[src/rtl/sc_io_pkg.sv]
// Shared address map, parameter limits and register decode for the memory-mapped I/O ports.
package sc_io_pkg;

    localparam int unsigned MAX_PORTS  = 8;
    localparam int unsigned MAX_PORT_W = 32;

    localparam logic [7:0] OUT_BASE  = 8'h80;
    localparam logic [7:0] IN_BASE   = 8'hC0;
    localparam logic [7:0] STAT_ADDR = 8'hF0;
    localparam logic [7:0] MASK_ADDR = 8'hF4;
    localparam logic [7:0] CYC_ADDR  = 8'hF8;

    typedef enum logic [2:0] {RegNone, RegOut, RegIn, RegStat, RegMask, RegCyc} reg_kind_e;

    typedef struct packed {
        reg_kind_e  kind;
        logic [2:0] idx;
    } reg_sel_t;

    // Byte offset within the I/O page; addr[1:0] never affects the decode.
    function automatic reg_sel_t decode_addr(input logic [7:0] a, input int unsigned n_out,
                                             input int unsigned n_in);
        reg_sel_t   sel;
        logic [7:0] word;
        word     = {a[7:2], 2'b00};
        sel.idx  = a[4:2];
        sel.kind = RegNone;
        if (word[7:5] == OUT_BASE[7:5] && 32'(sel.idx) < n_out) begin
            sel.kind = RegOut;
        end else if (word[7:5] == IN_BASE[7:5] && 32'(sel.idx) < n_in) begin
            sel.kind = RegIn;
        end else if (word == STAT_ADDR) begin
            sel.kind = RegStat;
        end else if (word == MASK_ADDR) begin
            sel.kind = RegMask;
        end else if (word == CYC_ADDR) begin
            sel.kind = RegCyc;
        end
        return sel;
    endfunction

endpackage

[src/rtl/sc_io_ports_if.sv]
// CPU-side load/store bus of the I/O port block.
interface sc_io_ports_if;

    logic [31:0] addr;
    logic [31:0] wdata;
    logic        we;
    logic        re;
    logic        io_sel;
    logic [31:0] rdata;
    logic        rvalid;

    modport master (output addr, wdata, we, re, input io_sel, rdata, rvalid);
    modport slave  (input addr, wdata, we, re, output io_sel, rdata, rvalid);

endinterface

[src/rtl/sc_io_sync_lane.sv]
// One input lane: two-flop synchronizer, previous-value register and change detector.
module sc_io_sync_lane #(
    parameter int unsigned PORT_W = 32
) (
    input  logic              clk_i,
    input  logic              rst_i,
    input  logic [PORT_W-1:0] lane_i,
    output logic [PORT_W-1:0] sync_o,
    output logic              changed_o
);

    logic [PORT_W-1:0] meta_q;
    logic [PORT_W-1:0] sync_q;
    logic [PORT_W-1:0] prev_q;

    // prev_q tracks sync_q through reset so the first post-reset edge sees no change.
    always_ff @(posedge clk_i) begin
        if (rst_i) begin
            meta_q <= '0;
            sync_q <= '0;
            prev_q <= '0;
        end else begin
            meta_q <= lane_i;
            sync_q <= meta_q;
            prev_q <= sync_q;
        end
    end

    assign sync_o    = sync_q;
    assign changed_o = |(sync_q ^ prev_q);

endmodule

[src/rtl/sc_io_ports.sv]
// Memory-mapped output/input ports with change-detect interrupt and free-running cycle counter.
module sc_io_ports
    import sc_io_pkg::*;
#(
    parameter int unsigned NUM_OUT = 2,
    parameter int unsigned NUM_IN  = 2,
    parameter int unsigned PORT_W  = 32
) (
    input  logic                      clock,
    input  logic                      reset,
    sc_io_ports_if.slave              bus,
    output logic [NUM_OUT*PORT_W-1:0] out_ports,
    input  logic [NUM_IN*PORT_W-1:0]  in_ports,
    output logic                      irq
);

    reg_sel_t          sel;
    logic              wr_en;
    logic              rd_en;
    logic [PORT_W-1:0] out_q [NUM_OUT];
    logic [PORT_W-1:0] out_d [NUM_OUT];
    logic [PORT_W-1:0] in_sync [NUM_IN];
    logic [NUM_IN-1:0] changed;
    logic [NUM_IN-1:0] stat_q;
    logic [NUM_IN-1:0] stat_d;
    logic [NUM_IN-1:0] mask_q;
    logic [NUM_IN-1:0] mask_d;
    logic [NUM_IN-1:0] w1c;
    logic [31:0]       cyc_q;
    logic [31:0]       rdata_q;
    logic [31:0]       rd_val;
    logic              rvalid_q;
    logic              irq_q;
    logic              unused_bits;

    assign bus.io_sel = bus.addr[7];
    assign sel        = decode_addr(bus.addr[7:0], NUM_OUT, NUM_IN);
    assign wr_en      = bus.we & bus.addr[7];
    assign rd_en      = bus.re & bus.addr[7];
    assign unused_bits = ^{bus.addr[31:8], bus.addr[1:0], bus.wdata};

    for (genvar k = 0; k < NUM_IN; k++) begin : g_lane
        sc_io_sync_lane #(
            .PORT_W(PORT_W)
        ) u_lane (
            .clk_i    (clock),
            .rst_i    (reset),
            .lane_i   (in_ports[k*PORT_W +: PORT_W]),
            .sync_o   (in_sync[k]),
            .changed_o(changed[k])
        );
    end

    for (genvar k = 0; k < NUM_OUT; k++) begin : g_out
        assign out_ports[k*PORT_W +: PORT_W] = out_q[k];
    end

    always_comb begin
        out_d  = out_q;
        mask_d = mask_q;
        w1c    = '0;
        if (wr_en) begin
            case (sel.kind)
                RegOut: begin
                    for (int k = 0; k < NUM_OUT; k++) begin
                        if (sel.idx == 3'(k)) out_d[k] = bus.wdata[PORT_W-1:0];
                    end
                end
                RegStat: w1c    = bus.wdata[NUM_IN-1:0];
                RegMask: mask_d = bus.wdata[NUM_IN-1:0];
                default: ;
            endcase
        end
        // A change arriving with a W1C on the same bit keeps the bit set.
        stat_d = (stat_q & ~w1c) | changed;
    end

    always_comb begin
        rd_val = '0;
        case (sel.kind)
            RegOut: begin
                for (int k = 0; k < NUM_OUT; k++) begin
                    if (sel.idx == 3'(k)) rd_val = 32'(out_q[k]);
                end
            end
            RegIn: begin
                for (int k = 0; k < NUM_IN; k++) begin
                    if (sel.idx == 3'(k)) rd_val = 32'(in_sync[k]);
                end
            end
            RegStat: rd_val = 32'(stat_q);
            RegMask: rd_val = 32'(mask_q);
            RegCyc:  rd_val = cyc_q;
            default: ;
        endcase
    end

    always_ff @(posedge clock) begin
        if (reset) begin
            out_q    <= '{default: '0};
            stat_q   <= '0;
            mask_q   <= '0;
            cyc_q    <= '0;
            rdata_q  <= '0;
            rvalid_q <= 1'b0;
            irq_q    <= 1'b0;
        end else begin
            out_q    <= out_d;
            stat_q   <= stat_d;
            mask_q   <= mask_d;
            cyc_q    <= cyc_q + 32'd1;
            rvalid_q <= rd_en;
            irq_q    <= |(stat_d & mask_d);
            if (rd_en) rdata_q <= rd_val;
        end
    end

    assign bus.rdata  = rdata_q;
    assign bus.rvalid = rvalid_q;
    assign irq        = irq_q;

endmodule
[src/flat_wrapper.sv]
// flat-port wrapper written by rule: the top's interface ports become plain ports
module sc_io_ports_flat import sc_io_pkg::*;
#(
    parameter int unsigned NUM_OUT = 2,
    parameter int unsigned NUM_IN  = 2,
    parameter int unsigned PORT_W  = 32
)
  (clock, reset, out_ports, in_ports, irq, bus_addr, bus_wdata, bus_we, bus_re, bus_io_sel, bus_rdata, bus_rvalid);
  sc_io_ports_if bus_i ();
  input  logic clock;
  input  logic reset;
  output logic [NUM_OUT*PORT_W-1:0] out_ports;
  input  logic [NUM_IN*PORT_W-1:0] in_ports;
  output logic irq;
  input wire logic [$bits(bus_i.addr)-1:0] bus_addr;
  input wire logic [$bits(bus_i.wdata)-1:0] bus_wdata;
  input wire logic [$bits(bus_i.we)-1:0] bus_we;
  input wire logic [$bits(bus_i.re)-1:0] bus_re;
  output wire logic [$bits(bus_i.io_sel)-1:0] bus_io_sel;
  output wire logic [$bits(bus_i.rdata)-1:0] bus_rdata;
  output wire logic [$bits(bus_i.rvalid)-1:0] bus_rvalid;
  assign bus_i.addr = bus_addr;
  assign bus_i.wdata = bus_wdata;
  assign bus_i.we = bus_we;
  assign bus_i.re = bus_re;
  assign bus_io_sel = bus_i.io_sel;
  assign bus_rdata = bus_i.rdata;
  assign bus_rvalid = bus_i.rvalid;
  sc_io_ports #(.NUM_OUT(NUM_OUT), .NUM_IN(NUM_IN), .PORT_W(PORT_W)) u_core (.clock(clock), .reset(reset), .bus(bus_i), .out_ports(out_ports), .in_ports(in_ports), .irq(irq));
endmodule
[config.mk]
export PLATFORM = sky130hd
export DESIGN_NAME = sc_io_ports_flat
export DESIGN_NICKNAME = d
export VERILOG_FILES = /design/src/rtl/sc_io_pkg.sv /design/src/rtl/sc_io_ports_if.sv /design/src/rtl/sc_io_sync_lane.sv /design/src/rtl/sc_io_ports.sv /design/src/flat_wrapper.sv
export SDC_FILE = /design/constraint.sdc
export NUM_CORES = 1
export LEC_CHECK = 0
export CAP_MARGIN = 15
export CELL_PAD_IN_SITES_DETAIL_PLACEMENT = 1
export CELL_PAD_IN_SITES_GLOBAL_PLACEMENT = 1
export CORE_MARGIN = 5
export CORE_UTILIZATION = 39
export CTS_CLUSTER_DIAMETER = 150
export DETAILED_ROUTE_END_ITERATION = 12
export PLACE_DENSITY = 0.75
export SETUP_SLACK_MARGIN = 0.4
export SYNTH_ARGS = -nofsm -noshare
export SYNTH_HDL_FRONTEND = slang
export SYNTH_SLANG_ARGS = --single-unit
export TNS_END_PERCENT = 50
[constraint.sdc]
create_clock -name clock -period 1.95 [get_ports clock]
set_input_delay 0.2925 -clock clock [delete_from_list [all_inputs] [get_ports clock]]
set_output_delay 0.2925 -clock clock [all_outputs]
set_load 0.01 [all_outputs]
==> flow_summary.json <==
{
  "p_total_mw": 14.76,
  "async_flop_share": 0,
  "synth_cell_type_count": 39,
  "vias": 9894,
  "drtIter0Drc": 719,
  "syn_area_um2": 11890,
  "core-area_um2": 30350,
  "p_leak_nw": 7.566,
  "drv_cap": 0,
  "worst-slew-pin-transition_ns": 0.5195,
  "cts_buffer_depth": 3,
  "grt_first_pass_wirelength_um": 57670,
  "cts.sinks": 326,
  "power_density_nw_per_um2": 872.6,
  "finalSetupViolations": 0,
  "yosys-top-cells-area": "dfxtp_1 55%, nor2b_1 10%, nand2_1 6.5%",
  "fmax_mhz": 586.3,
  "cp_data_arrival_time_ns": 2.10,
  "placed_area_um2": 14650,
  "postCtsHoldBufs": 0,
  "ys_ff_latch": 326,
  "syn_to_final_growth_pct": 42.18,
  "synth_edf_count": 0,
  "drive_gt1_frac": 0.1720,
  "slew_violations": 0,
  "drcViolationCount": 0,
  "path_class": "register to register",
  "start_kind": "register",
  "grt_util_all_layers": 0.2160,
  "firstDrtPassIters": 9,
  "hp-class": "input port to register",
  "io_pins": 231,
  "irDropWorstVdd_mv": 0.6427,
  "synth_compound_area_frac": 0.1007,
  "avgSynthCellArea_um2": 9.717,
  "grt_pass1_vias": 10150,
  "clk_latency_ns": 0.52,
  "slew-limit-headroom": 0.6537,
  "die-area_um2": 34090,
  "syn-instance-count": 1224,
  "ant_nets": 0,
  "rows": 64,
  "final_util": 0.5572,
  "port_buffers": 204,
  "seq_area_frac_synth": 0.5487,
  "ctsRootBufferMaster": "clkbuf_16",
  "rsz0062_at_grt": "yes",
  "cts_tree": "yes",
  "cts_buffers": 36,
  "fin_area_um2": 16910,
  "cp.required_ns": 2.35,
  "synth_warnings": 0,
  "synth.area.mux_share": 0.03514,
  "post_drt_wl_per_cell_um": 21.41,
  "fillers": 3259,
  "grt_start_max_net_pins": 70,
  "synth_top_family_by_area": "simple AND/OR/NAND/NOR gates",
  "initial_core_util": 0.3919,
  "cts.clk_slew.worst_paths_ns": 0.06,
  "synth_xor_area_frac": 0.06186,
  "whs_ns": 0.1621,
  "fin_worst_skew_ns": 0.01079,
  "viasPerCell": 5.199,
  "cp_max_fo": 3,
  "die_y_um": 184.6,
  "antenna_found_initial": 1,
  "fin_crit_sh": 0.8746,
  "yosys.area_share.simple": 0.2235,
  "min_period_ns": 1.706,
  "layout.nets": 1613,
  "drt-total-wl_um": 40740,
  "place_congestion": 0.8080,
  "synth_fa_ha_area_frac": 0.001052,
  "final_hold_viol_count": 0,
  "dpl.hpwl_um": 25050,
  "cp-end-kind": "register",
  "die_width_um": 184.6,
  "ys.flop_type": "dfxtp_1",
  "ctsHtreeMaxLevel": 2,
  "grt_remaining_overflow": 0,
  "synth_top_area_frac": 0.5487,
  "status": "finished clean",
  "yosysTopAreaCell": "dfxtp_1",
  "syn_nets": 1357,
  "place_ws_ns": -0.3735,
  "layout_setup_ws_ns": 0.2444
}
==> metal layers <==
metal / wire, um / global-route usage / up-vias
met4: 1122 / 0.06166 / 0
met1: 17840 / 0.2831 / 4918
met5: 0 / 0 / -
met2: 19660 / 0.3686 / 291
met3: 2126 / 0.03671 / 57
li1: - / - / 4628
==> kinds of logic (layout without fill, tap and decap cells) <==
| family | after synthesis | in the layout |
|---|---|---|
| adders and majority gates | 1 | 1 |
| DFF | 326 | 326 |
| buffers and inverters | 79 | 360 |
| other | 0 | 1 |
| and+or+nand+nor | 510 | 511 |
| muxes | 38 | 38 |
| AOI/OAI and AO/OA | 186 | 186 |
| xor gates and xnor gates | 84 | 84 |
==> area by class of cell <==
cell class | instances | area [um^2] | area share
sequential | 326 | 6575 | 0.3888
multi-input combinational | 820 | 5345 | 0.3161
timing repair buffer | 293 | 3263 | 0.1930
clock buffer | 53 | 1055 | 0.06237
tap | 396 | 495.5 | 0.02930
clock inverter | 11 | 163.9 | 0.009692
inverter | 3 | 11.26 | 0.0006659
antenna | 1 | 2.502 | 0.0001480
==> layout by cell type, fill, tap and decap left out, types with 18 or more instances in the layout <==
cell type and n:
a21o_1 31, a21oi_1 98, a222oi_1 30, buf_4 49
clkbuf_16 41, clkdlybuf4s50_1 98, dfxtp_1 301, dfxtp_2 18
dlygate4sd2_1 50, dlymetal6s2s_1 51, mux2_2 30, nand2_1 200
nor2_1 24, nor2b_1 195, xor2_1 75
==> synth_stat cells, types with 3 or more instances <==
cell type    n
and4_1       3
xor2_1      77
nor2_1      26
a21o_1      31
a21oi_1    106
nand3_1     15
nor2b_1    195
buf_1        7
mux2_2      30
and3_1       6
buf_2       15
o21ai_0      5
nor4_1      19
buf_4        8
nand2_1    206
or4_1        6
or3_1        5
clkbuf_1    46
nor3_1       5
nand4_1     14
dfxtp_1    326
o31ai_1      5
xnor2_1      7
mux2i_1      8
inv_1        3
a222oi_1    30
==> power by group <==
part / leakage, nW / internal, mW / switching, mW / total [mW]
registers: 2.67 / 6.83 / 0.105 / 6.93
clock network: 0.602 / 4.18 / 2.76 / 6.94
logic: 4.29 / 0.468 / 0.416 / 0.884
total: 7.57 / 11.5 / 3.28 / 14.8
==> what timing repair did <==
action	in CTS	in global routing
endpoints found under the hold margin	0	0
gates resized for setup	109	106
endpoints found under the setup margin	215	156
cloned	8	6
pin swaps	21	25
setup buffers	28	4
==> registers in the layout (all words and copies together) (netlist names) <==
name	flops
u_core.g_lane.u_lane.sync_o	64
u_core.bus.rvalid	1
u_core.stat_q	2
u_core.g_lane.u_lane.prev_q	64
u_core.cyc_q	32
u_core.out_ports	64
u_core.irq	1
u_core.mask_q	2
u_core.bus.rdata	32
u_core.g_lane.u_lane.meta_q	64
==> path summary, 6_finish.rpt <==
check / cells after the start / start / endpoint / slack, ns
setup reg to reg: 8 / u_core.cyc_q[14] / u_core.cyc_q[21] / 0.24
hold / removal: 2 / reset / u_core.g_lane[0].u_lane.meta_q[5] / 0.16
hold reg to reg: 1 / u_core.g_lane[0].u_lane.meta_q[8] / u_core.g_lane[0].u_lane.sync_o[8] / 0.43
setup / recovery: 8 / u_core.cyc_q[14] / u_core.cyc_q[21] / 0.24
==> per-stage QoR <==
step                cells  TNS, ns
finish               1903        0
global route         1903        0
CTS                  1892        0
detailed placement   1792   -30.23
global placement     1792   -22.39
floorplan            1224        0
==> worst max-delay path: stages, from the launching register on <==
cell	delay (ns)
dfxtp_4	0.35
nand4_1	0.18
buf_4	0.20
nor2_4	0.16
buf_6	0.15
buf_6	0.11
nand4_1	0.14
xor2_1	0.22
nor2_1	0.07
(Power assumes the default switching activity.)
==> RTL change 1 (same flow settings) <==
The output `irq` loses its register stage (`irq_q` becomes a continuous assignment).
--- a/src/rtl/sc_io_ports.sv
+++ b/src/rtl/sc_io_ports.sv
@@ -103,17 +103,17 @@
             cyc_q    <= '0;
             rdata_q  <= '0;
             rvalid_q <= 1'b0;
-            irq_q    <= 1'b0;
         end else begin
             out_q    <= out_d;
             stat_q   <= stat_d;
             mask_q   <= mask_d;
             cyc_q    <= cyc_q + 32'd1;
             rvalid_q <= rd_en;
-            irq_q    <= |(stat_d & mask_d);
             if (rd_en) rdata_q <= rd_val;
         end
     end
+
+    assign irq_q = |(stat_d & mask_d);
 
     assign bus.rdata  = rdata_q;
     assign bus.rvalid = rvalid_q;
Formal check against the unedited RTL: not equivalent (Yosys sat finds a counterexample within 4 cycles, from zero or initial values and one cycle with reset high).
==> RTL change 1 against the original RTL <==
- the flow now finishes with violations (negative setup slack)
- design area shrank 0.27%
- power shrank 3.7%
- sequential cell count shrank 1
- core utilization grew 0.88 points
- largest cell class unchanged
- first-iteration DRC count shrank 22%
- clock skew grew 0.0014 ns
- worst setup slack lost 0.99 ns
- routed wire length shrank 1.9%
- synthesized area shrank 0.33%
==> RTL change 1: results (changes against the original RTL) <==
Yosys
  • Post-Syn Instances: 1,149 (-6.1%)
  • Area contributors post-synth: dfxtp_1 (55%), nor2b_1 (10%), mux4_2 (6.1%)
  • Post-Synthesis Net Count: 1,282 (-5.5%)
  • Unique masters post-synth: 40 (+2.6%)

Cells and area
  • Final nets: 1,589 (-1.5%)
  • Clk_buf instances: 56 (+5.7%)
  • ClkCell Share: 6.36% (-0.85 points)
  • N_diodes: 0 (-1)
  • Final Non-Filler Cells: 1,866 (-1.9%)
  • Register area: 6580 sq um (about the same)

Clock network
  • Post CTS Setup Buffer Count: 9 (-68%)
  • Post-CTS sizing: 178 (+63%)

STA
  • Layout Skew: 0.0122 ns (+0.00137 ns)
  • Count of final setup violators: 1 (+1)
  • Setup WS post-layout: -0.745 ns (-0.990 ns)
  • Setup TNS: -0.745 ns (-0.745 ns)
  • Slew of the pin with the lowest slew margin: 0.584 ns (+0.0642 ns)

Routing
  • M1 WL: 16.5 mm (-7.8%)
  • WL met2: 20.2 mm (+2.8%)
  • Via count: 9,494 (-4.0%)
  • Per-cell routed wire length: 21.4 microns (about the same)
  • Top layer in use: met5
  • Pre-antenna DRT Iters: 5 (-4)

Critical path
  • Slowest cell on crit path: a211oi_2
  • Worst reg-to-reg path cell count: 9 (+1)

Placed design
  • Final HPWL DP: 28.3 mm (+13%)
  • Place WS: -0.698 ns (-0.325 ns)

Pwr
  • Max VDD drop: 0.000616 V (-4.2%)

Global routing
  • GR Layer Usage met1: 27.7% (-0.57 points)
  • Met2 Use GR: 39.4% (+2.5 points)
  • Met3 global-route usage: 3.57% (-0.099 points)

Outcome
  • Status: finished, violations left
  • Failing checks: negative setup slack
==> RTL change 1: worst reg2reg max path, delay by kind of cell, from the launching register on <==
kind	cells	cell delay, ns
AOI/OAI and AO/OA	1	0.21
xor gates and xnor gates	1	0.18
buffers and inverters	4	0.58
DFF	1	0.34
and+or+nand+nor	3	0.42
==> RTL change 1: through the flow <==
| step | hold WS (ns) | util, % | area (sq um) |
|---|---|---|---|
| 5_1_grt | 0.107 | 56.6 | 16900 |
| 4_1_cts | 0.0930 | 55.0 | 16400 |
| 6_report | 0.0995 | 56.6 | 16900 |
| 2_1_floorplan | 0.414 | - | 11900 |
| 3_3_place_gp | 0.422 | 50.8 | 15100 |
| 3_5_place_dp | 0.425 | 50.8 | 15100 |
==> RTL change 1: final timing paths <==
kind / to / slack (ns) / start
worst min-delay path: u_core.g_lane[0].u_lane.sync_o[7] / 0.1 / reset
worst max register to register: u_core.stat_q[0] / 0.11 / u_core.g_lane[0].u_lane.sync_o[31]
worst min register to register: u_core.g_lane[0].u_lane.sync_o[7] / 0.43 / u_core.g_lane[0].u_lane.meta_q[7]
worst max-delay path: irq / -0.75 / u_core.g_lane[1].u_lane.sync_o[27]
==> RTL change 1: where the power goes <==
group          internal, mW  switching (mW)
logic                 0.561           0.469
registers              6.82          0.0966
clock network          3.72            2.55
==> RTL change 1: logic make-up (layout without fill, tap and decap cells) <==
| logic type | Yosys count | count (layout) | synth area share, % |
|---|---|---|---|
| adders and majority gates | 1 | 1 | 0.106 |
| xor gates and xnor gates | 92 | 92 | 6.80 |
| buffers and inverters | 75 | 402 | 2.87 |
| DFF | 325 | 325 | 54.9 |
| muxes | 36 | 36 | 6.44 |
| and+or+nand+nor | 484 | 484 | 21.4 |
| AOI/OAI and AO/OA | 136 | 136 | 7.49 |
==> RTL change 2 (same settings) <==
Made on the original files. `NUM_OUT` is set to 2 in 2 places; all go to 1.
--- a/src/rtl/sc_io_ports.sv
+++ b/src/rtl/sc_io_ports.sv
@@ -2,7 +2,7 @@
 module sc_io_ports
     import sc_io_pkg::*;
 #(
-    parameter int unsigned NUM_OUT = 2,
+    parameter int unsigned NUM_OUT = 1,
     parameter int unsigned NUM_IN  = 2,
     parameter int unsigned PORT_W  = 32
 ) (
--- a/src/flat_wrapper.sv
+++ b/src/flat_wrapper.sv
@@ -1,7 +1,7 @@
 // flat-port wrapper written by rule: the top's interface ports become plain ports
 module sc_io_ports_flat import sc_io_pkg::*;
 #(
-    parameter int unsigned NUM_OUT = 2,
+    parameter int unsigned NUM_OUT = 1,
     parameter int unsigned NUM_IN  = 2,
     parameter int unsigned PORT_W  = 32
 )
Ports: changed (resized out_ports); port bits go from 231 to 199. The function was not compared with the original's and may differ.
==> RTL change 2 against the original RTL <==
- fmax shrank 7.4%
- power shrank 12%
- global-route usage shrank 2.2 points
- via count shrank 15%
- sequential share of layout area grew 1.4 points
- worst setup slack lost 0.14 ns
- synthesized cell count shrank 9.7%
- sequential cell count shrank 32
- count of clock-buffer cells in the layout shrank 7
- routed wire length shrank 23%
- clock skew is essentially flat
- largest power group is now registers
- non-clock buffer count shrank 45
- synthesized area shrank 9.6%
- largest cell class unchanged
- design area shrank 13%
==> RTL change 2: results (changes against the original RTL) <==
Clock network
  • Clock Latency Late Sink: 0.55 ns (+0.03 ns)
  • H-Tree Level Count: 1 (-1)
  • Total CTS buffers: 31 (-14%)

Yosys
  • Synth top cells by count: dfxtp_1 (294), nor2b_1 (197), nand2_1 (104)
  • Unique masters post-synth: 37 (-5.1%)
  • Seq/Total Area, Yosys: 54.7% (-0.16 points)
  • Post-Syn Instances: 1,105 (-9.7%)
  • Post-Synthesis Net Count: 1,238 (-8.8%)
  • Area contributors post-synth: dfxtp_1 (55%), nor2b_1 (11%), xor2_1 (5.2%)

Critical path
  • CP arrival: 2.27 ns (+0.17 ns)
  • Worst-path maximum fanout: 5 (+2)
  • Worst reg-to-reg setup slack: 0.11 ns (-0.14 ns)

STA
  • Layout Skew: 0.0107 ns (-0.000108 ns)
  • Period minus WS final: 1.84 ns (+0.136 ns)

Placed design
  • Final Wtd Congestion: 0.828 (+2.5%)
  • Place WS: -0.287 ns (+0.0865 ns)
  • Final HPWL DP: 21.4 mm (-14%)

Global routing
  • Global-route wire length before repair: 48.1 mm (-17%)
  • Vias in the first global route: 8,806 (-13%)
  • Pin count of the biggest net entering global routing: 72 (+2.9%)
  • Global-route usage over all layers: 19.4% (-2.2 points)

Routing
  • Pre-antenna DRT Iters: 4 (-5)
  • Final WL: 31.4 mm (-23%)
  • Vias/cell: 5.01 (-3.6%)
  • Drt initial violations: 349 (-51%)

Pwr
  • Max VDD drop: 0.000454 V (-29%)
  • Leakage: 6.26 nW (-17%)

Outcome
  • Status: complete, no violations

Cells and area
  • Final nets: 1,451 (-10%)
  • Share of cells above drive strength 1: 14.7% (-2.5 points)
[RTL change 2: layout make-up]
cell class | instances | area share (%)
flip-flops and latches | 294 | 40.2
multi-input cells | 711 | 32.4
repair buffers | 248 | 16.6
clock buffers | 46 | 6.34
well taps | 341 | 2.90
inverters | 32 | 0.817
clock inverters | 11 | 0.629
diodes | 1 | 0.0170
[RTL change 2: kinds of logic (layout without fill, tap and decap cells)]
kind of cell | Yosys count | after routing | synth area share, %
other cells | 0 | 1 | 0
xor+xnor | 91 | 91 | 7.41
fa+ha+maj | 1 | 1 | 0.116
compound gates | 109 | 109 | 6.35
buf+inv | 102 | 337 | 3.72
simple gates | 472 | 474 | 24.3
mux | 36 | 36 | 3.37
flops | 294 | 294 | 54.7
[RTL change 2: metrics by stage]
step / TNS (ns) / hold slack (ns) / power (mW) / area, sq um / utilization, %
CTS: 0 / 0.263 / 13.1 / 14500 / 53.6
finish: 0 / 0.279 / 13.0 / 14700 / 54.4
global route: 0 / 0.281 / 13.5 / 14700 / 54.4
global placement: -8.92 / 0.426 / 7.22 / 13200 / 48.9
detailed placement: -14.51 / 0.425 / 7.24 / 13200 / 48.9
floorplan: 0 / 0.414 / 6.78 / 10900 / -
[RTL change 2: critical path, cell delays in order (launching register included)]
cell and delay, ns:
dfxtp_2 0.36, nand4_1 0.18, or4_4 0.69, buf_6 0.17, nor3_4 0.12, xnor2_1 0.13, nor2_1 0.06
[RTL change 2: worst paths after layout]
check                                startpoint                                  to  depth (start not counted)
min                                       reset  u_core.g_lane[1].u_lane.prev_q[23]                          2
max reg2reg                     u_core.cyc_q[9]                    u_core.cyc_q[24]                          6
max                             u_core.cyc_q[9]                    u_core.cyc_q[24]                          6
min reg2reg  u_core.g_lane[0].u_lane.meta_q[29]  u_core.g_lane[0].u_lane.sync_o[29]                          1
[RTL change 2: power by group]
part	leakage (nW)	switching (mW)	internal [mW]
Combinational	3.34	0.415	0.481
Sequential	2.41	0.0984	6.18
Clock	0.506	2.36	3.42
[RTL change 2: per-layer routing]
layer / part of all wire, % / track usage [%] / vias to the layer above / wire length (microns)
met1: 43 / 25.1 / 4064 / 13400
li1: - / - / 4102 / -
met2: 49 / 33.8 / 217 / 15300
met3: 6.0 / 3.21 / 57 / 1880
met5: 0 / 0 / - / 0
met4: 2.5 / 5.07 / 0 / 791
[RTL change 2: what timing repair did]
action	CTS	global route
cloned	3	0
hold endpoints to repair	0	0
setup buffers	19	8
hold buffers	0	0
resized for setup	91	43
setup endpoints to repair	152	86
pin swaps	25	29
